--- src/rtl/auv_pkg.sv ---
// Shared types and constants for the AUV Wishbone SRAM bridge.
//   auv_sram_state_t : bridge FSM states
//   AUV_SRAM_WAIT_W  : width of the wait-state counter (holds 0..7)
package auv_pkg;

  localparam int unsigned AUV_SRAM_WAIT_W = 3;

  typedef enum logic [2:0] {
    IDLE,
    READ,
    WRITE,
    WREC,
    RESP
  } auv_sram_state_t;

endpackage

--- src/rtl/auv_wb_sram.sv ---
// Pipelined Wishbone B4 slave driving an external asynchronous 16-bit SRAM.
// One request outstanding at a time; programmable read/write strobe widths,
// byte-lane enables, and out-of-range error reporting.
// Ports:
//   clk, rst                 : clock, synchronous active-high reset
//   wb_adr_i/dat_i/sel_i/we_i/stb_i/cyc_i : Wishbone request inputs
//   wb_dat_o/ack_o/stall_o/err_o          : Wishbone response outputs
//   sram_adr, sram_dq_o, sram_dq_oe       : SRAM word address, write data, data drive enable
//   sram_dq_i                             : SRAM read data
//   sram_ce_n/oe_n/we_n/lb_n/ub_n         : SRAM active-low control strobes
module auv_wb_sram
  import auv_pkg::*;
#(
  parameter int unsigned ADDR_WIDTH = 24,
  parameter int unsigned SRAM_AW    = 18,
  parameter int unsigned RD_WAIT    = 1,
  parameter int unsigned WR_WAIT    = 1
) (
  input  logic                  clk,
  input  logic                  rst,
  input  logic [ADDR_WIDTH-1:0] wb_adr_i,
  input  logic [15:0]           wb_dat_i,
  output logic [15:0]           wb_dat_o,
  input  logic [1:0]            wb_sel_i,
  input  logic                  wb_we_i,
  input  logic                  wb_stb_i,
  input  logic                  wb_cyc_i,
  output logic                  wb_ack_o,
  output logic                  wb_stall_o,
  output logic                  wb_err_o,
  output logic [SRAM_AW-1:0]    sram_adr,
  input  logic [15:0]           sram_dq_i,
  output logic [15:0]           sram_dq_o,
  output logic                  sram_dq_oe,
  output logic                  sram_ce_n,
  output logic                  sram_oe_n,
  output logic                  sram_we_n,
  output logic                  sram_lb_n,
  output logic                  sram_ub_n
);

  localparam int unsigned HI_LSB = SRAM_AW + 1;
  localparam int unsigned CW     = AUV_SRAM_WAIT_W;

  auv_sram_state_t state, state_nxt;
  logic [CW-1:0]   cnt, cnt_nxt;
  logic            err_pend, err_pend_nxt;
  logic            accept;
  logic            capture;
  logic            out_of_range;

  logic            ce_nxt, oe_nxt, we_nxt, dq_oe_nxt;
  logic            ack_nxt, err_nxt;
  logic [1:0]      lane_nxt;

  // Byte address LSB carries no information for a 16-bit slave.
  logic unused_adr_lsb;
  assign unused_adr_lsb = wb_adr_i[0];

  // Any address bit above the SRAM word range flags an access fault.
  assign out_of_range = |(wb_adr_i >> HI_LSB);

  // State register and registered outputs.
  always_ff @(posedge clk) begin
    if (rst) begin
      state      <= IDLE;
      cnt        <= '0;
      err_pend   <= 1'b0;
      wb_ack_o   <= 1'b0;
      wb_err_o   <= 1'b0;
      wb_stall_o <= 1'b0;
      wb_dat_o   <= '0;
      sram_adr   <= '0;
      sram_dq_o  <= '0;
      sram_dq_oe <= 1'b0;
      sram_ce_n  <= 1'b1;
      sram_oe_n  <= 1'b1;
      sram_we_n  <= 1'b1;
      sram_lb_n  <= 1'b1;
      sram_ub_n  <= 1'b1;
    end else begin
      state      <= state_nxt;
      cnt        <= cnt_nxt;
      err_pend   <= err_pend_nxt;
      wb_ack_o   <= ack_nxt;
      wb_err_o   <= err_nxt;
      wb_stall_o <= (state_nxt != IDLE);
      sram_dq_oe <= dq_oe_nxt;
      sram_ce_n  <= ce_nxt;
      sram_oe_n  <= oe_nxt;
      sram_we_n  <= we_nxt;
      sram_lb_n  <= lane_nxt[0];
      sram_ub_n  <= lane_nxt[1];
      // Address and write data only move on accept, so never under an active strobe.
      if (accept) begin
        sram_adr  <= wb_adr_i[SRAM_AW:1];
        sram_dq_o <= wb_dat_i;
      end
      if (capture) begin
        wb_dat_o <= sram_dq_i;
      end
    end
  end

  // Next-state, counter and strobe decode.
  always_comb begin
    state_nxt    = state;
    cnt_nxt      = cnt;
    err_pend_nxt = err_pend;
    accept       = 1'b0;
    capture      = 1'b0;
    ce_nxt       = 1'b1;
    oe_nxt       = 1'b1;
    we_nxt       = 1'b1;
    dq_oe_nxt    = 1'b0;
    ack_nxt      = 1'b0;
    err_nxt      = 1'b0;
    lane_nxt     = {sram_ub_n, sram_lb_n};

    unique case (state)
      IDLE: begin
        if (wb_cyc_i && wb_stb_i) begin
          accept = 1'b1;
          if (out_of_range) begin
            state_nxt    = RESP;
            err_pend_nxt = 1'b1;
          end else if (wb_we_i) begin
            state_nxt    = WRITE;
            cnt_nxt      = CW'(WR_WAIT);
            err_pend_nxt = 1'b0;
          end else begin
            state_nxt    = READ;
            cnt_nxt      = CW'(RD_WAIT);
            err_pend_nxt = 1'b0;
          end
        end
      end
      READ: begin
        if (cnt == '0) begin
          capture   = 1'b1;
          state_nxt = RESP;
        end else begin
          cnt_nxt = cnt - CW'(1);
        end
      end
      WRITE: begin
        if (cnt == '0) begin
          state_nxt = WREC;
        end else begin
          cnt_nxt = cnt - CW'(1);
        end
      end
      WREC:    state_nxt = RESP;
      RESP:    state_nxt = IDLE;
      default: state_nxt = IDLE;
    endcase

    // Strobes follow the state being entered so they are registered.
    unique case (state_nxt)
      READ: begin
        ce_nxt = 1'b0;
        oe_nxt = 1'b0;
      end
      WRITE: begin
        ce_nxt    = 1'b0;
        we_nxt    = 1'b0;
        dq_oe_nxt = 1'b1;
      end
      WREC: begin
        ce_nxt    = 1'b0;
        dq_oe_nxt = 1'b1;
      end
      RESP: begin
        // A master that dropped cyc gets no response.
        ack_nxt = wb_cyc_i && !err_pend_nxt;
        err_nxt = wb_cyc_i &&  err_pend_nxt;
      end
      default: ;
    endcase

    // Lane enables are held for the whole access and released at response.
    if (accept && !out_of_range) begin
      lane_nxt = ~wb_sel_i;
    end else if ((state_nxt == RESP) || (state_nxt == IDLE)) begin
      lane_nxt = 2'b11;
    end
  end

endmodule

--- config.mk ---
export PLATFORM = sky130hd
export DESIGN_NAME = auv_wb_sram
export DESIGN_NICKNAME = d
export VERILOG_FILES = /design/src/rtl/auv_pkg.sv /design/src/rtl/auv_wb_sram.sv
export SDC_FILE = /design/constraint.sdc
export NUM_CORES = 1
export LEC_CHECK = 0
export ABC_AREA = 1
export BUFFER_PORTS_ARGS = -buffer_cell sky130_fd_sc_hd__buf_2
export CELL_PAD_IN_SITES_DETAIL_PLACEMENT = 0
export CELL_PAD_IN_SITES_GLOBAL_PLACEMENT = 1
export CORE_MARGIN = 2
export CORE_UTILIZATION = 33
export DETAILED_ROUTE_END_ITERATION = 10
export GPL_ROUTABILITY_DRIVEN = 1
export PLACE_DENSITY_LB_ADDON = 0.1
export SYNTH_ARGS = -nofsm -noshare
export SYNTH_HDL_FRONTEND = slang
export SYNTH_SLANG_ARGS = --single-unit
--- constraint.sdc ---
create_clock -name clk -period 3.2 [get_ports clk]
set_input_delay 0.64 -clock clk [delete_from_list [all_inputs] [get_ports clk]]
set_output_delay 0.64 -clock clk [all_outputs]
set_load 0.03 [all_outputs]
==> flow_summary.toml <==
[pwr]
powerDensity_nw_per_um2 = 826
power_switching_mw = 1.04
clockPowerShare = 0.262
fin_total_pwr_mw = 2.73
p_leak_nw = 1.74
swShare = 0.382
combPwrFrac = 0.348
seq_power_share = 0.390
p_int_mw = 1.69
vdd_drop_max_v = 0.000288

[routing]
viasPerCell = 4.40
ant_nets = 0
first_iter_violations = 51
drt_first_pass_iters = 4
wl_per_cell_um = 11.4
routed_wl_mm = 6.15
drcViolationCount = 0
vias = 2362

[hold_path]
hold_class = "reg -> reg"

[grt]
grt_max_degree = 36
antenna_found_initial = 0
grt_overflow = 0
track_usage = 0.151
grt_first_pass_wirelength_mm = 9.99
grt_pass1_vias = 2206

[cts]
worstSkewPairLatency_ps = 330
postCtsSetupRepairBufs = 0
htree_levels = 3
clockBufferDepth = 2
cts_root_buf = "clkbuf_8"
cts_sinks = 66
clkSlewWorstSetupHoldPaths_ps = 70
cts_tree = "built"
cts_hold_buffers = 0
post_cts_resized = 0
cts_made_buffers = 9

[synth]
synthArstFlopShare = 0
synthFlopType = "dfxtp_1"
synth_edf_count = 0
yosysSeqAreaShare = 0.541
synth_seq_cells = 66
yosys-top-cells-count = "110 x nor2_1, 66 x dfxtp_1, 55 x o21ai_0, 24 x nand2_1, 20 x inv_1"
syn_area_um2 = 2440
postSynthAreaPerCell_um2 = 7.75
synth_cells = 315
yosysMostFrequentCell = "nor2_1"
yosys.area.top_type = "dfxtp_1"
synth_warnings = 0
syn-num-nets = 380
synth_cell_types = 23
ys_top_cells_by_area = "dfxtp_1 54%, nor2_1 17%, o21ai_0 11%"
synth_top_cell_area_share = 0.541

[setup_path]
crit_slowest_cell = "nor2_4"
critical_path.max_fanout = 18
critPathKind = "reg -> reg"
crit_chain = "inv_1 > ha_1 > ha_1 > inv_1 > nor2_4 > inv_1 > nor2_1 > nor2_1"
arrival_ps = 2040
end_kind = "flip-flop"
worstPathRequired_ps = 3420
cpPeakStageDelay_ps = 340
cp-start-kind = "flip-flop"
crit_top_cell = "inv_1"

[timing]
setup_viol = 0
period_needed_ps = 1820
fmax_mhz = 550
max-slew-margin-rel = 0.574
slew_violations = 0
worst_slew_pin_slew_ps = 635
tns_ps = 0
finalHoldViolations = 0
post-route-period-util = 0.569
finClkSkew_ps = 7.18
rsz0062_at_grt = "no"

[outcome]
outcome = "complete, no violations"

[cells_and_area]
drive_gt1_frac = 0.333
finalNonFillerCells = 537
final_nets = 499
diodes = 0
area_growth_pct = 35.3

[floorplanning]
ios = 122
start_util = 0.338
coreArea_um2 = 7210
die_area_um2 = 8100
rows = 31
dieWidth_um = 90.0
die_height_um = 90.0

[placed_design]
hpwl_mm = 4.25
finalWeightedCongestion = 0.741
placedCellCount = 522
portBuffers = 120

[job]
cap_violations = 0
-- power by group through the flow --
| stage | sequential (mW) | clock (mW) | combinational, mW |
|---|---|---|---|
| final | 1.06 | 0.713 | 0.950 |
| after global placement | 1.08 | 0 | 0.957 |
| after global routing | 1.09 | 0.780 | 1.05 |
| after CTS | 1.07 | 0.738 | 0.965 |
| after detailed placement | 1.08 | 0 | 0.962 |
| after floorplan | 1.38 | 0 | 0.400 |
-- kinds of logic (layout without fill, tap and decap cells) --
| family | count (synthesis) | after routing | share of synthesized area |
|---|---|---|---|
| compound gates | 60 | 60 | 0.126 |
| flops | 66 | 66 | 0.541 |
| simple gates | 151 | 151 | 0.255 |
| fa+ha+maj | 2 | 2 | 0.0102 |
| buf+inv | 36 | 159 | 0.0671 |
-- final timing paths --
kind | start | end | slack, ps | cells past startpoint
worst max-delay path | cnt[0] | wb_dat_o[8] | 1380 | 8
worst min-delay path | cnt[0] | cnt[0] | 480 | 2
worst max register to register | cnt[0] | wb_dat_o[8] | 1380 | 8
worst min register to register | cnt[0] | cnt[0] | 480 | 2
-- cell usage in the layout, fill, tap and decap left out, drive strengths merged --
cell    Yosys  layout
buf         4     122
nor2      113     113
dfxtp      66      66
o21ai      56      56
nand2      27      27
inv        21      21
clkbuf     10      13
nand3       7       7
nand4       2       2
nor3        2       2
a21oi       2       2
ha          2       2
clkinv      1       2
a31oi       1       1
o21bai      1       1
bufinv      0       1
-- per-stage QoR --
step           hold slack (ps)  worst slack [ps]  area, um^2  utilization
2_1_floorplan              451              1720        2440            -
3_3_place_gp               469              1070        3100        0.430
3_5_place_dp               475              1030        3100        0.430
4_1_cts                    485              1340        3300        0.458
5_1_grt                    514              1190        3300        0.458
6_report                   478              1380        3300        0.458
-- sequential cells by signal, summed over array words and instances, names as in the netlist --
signal	flops
sram_lb_n	1
cnt	3
wb_ack_o	1
state	3
sram_dq_o	16
wb_stall_o	1
sram_adr	18
sram_we_n	1
sram_dq_oe	1
wb_err_o	1
wb_dat_o	16
err_pend	1
sram_ce_n	1
sram_oe_n	1
sram_ub_n	1
-- worst max-delay path, delay by kind of cell (launching register included) --
kind                     cells  cell delay [ps]
adder cells (fa/ha/maj)      2              320
buffers and inverters        3              490
flip-flops                   1              310
AND/OR/NAND/NOR              3              590
-- final cells by class --
type                       instances  area (um^2)
fill                             786         3910
clock buffer                      13          169
timing repair buffer             122          616
multi-input combinational        213          956
tap                               99          124
inverter                          22         82.6
clock inverter                     2         35.0
sequential                        66         1320
-- routing by layer --
layer / routed length, um / track usage / part of all wire
met1: 2790 / 0.183 / 0.45
met2: 2790 / 0.246 / 0.45
met3: 458 / 0.0478 / 0.074
met5: 0 / 0 / 0
met4: 108 / 0.0654 / 0.018
No activity file was read; power rests on OpenSTA's default activity.
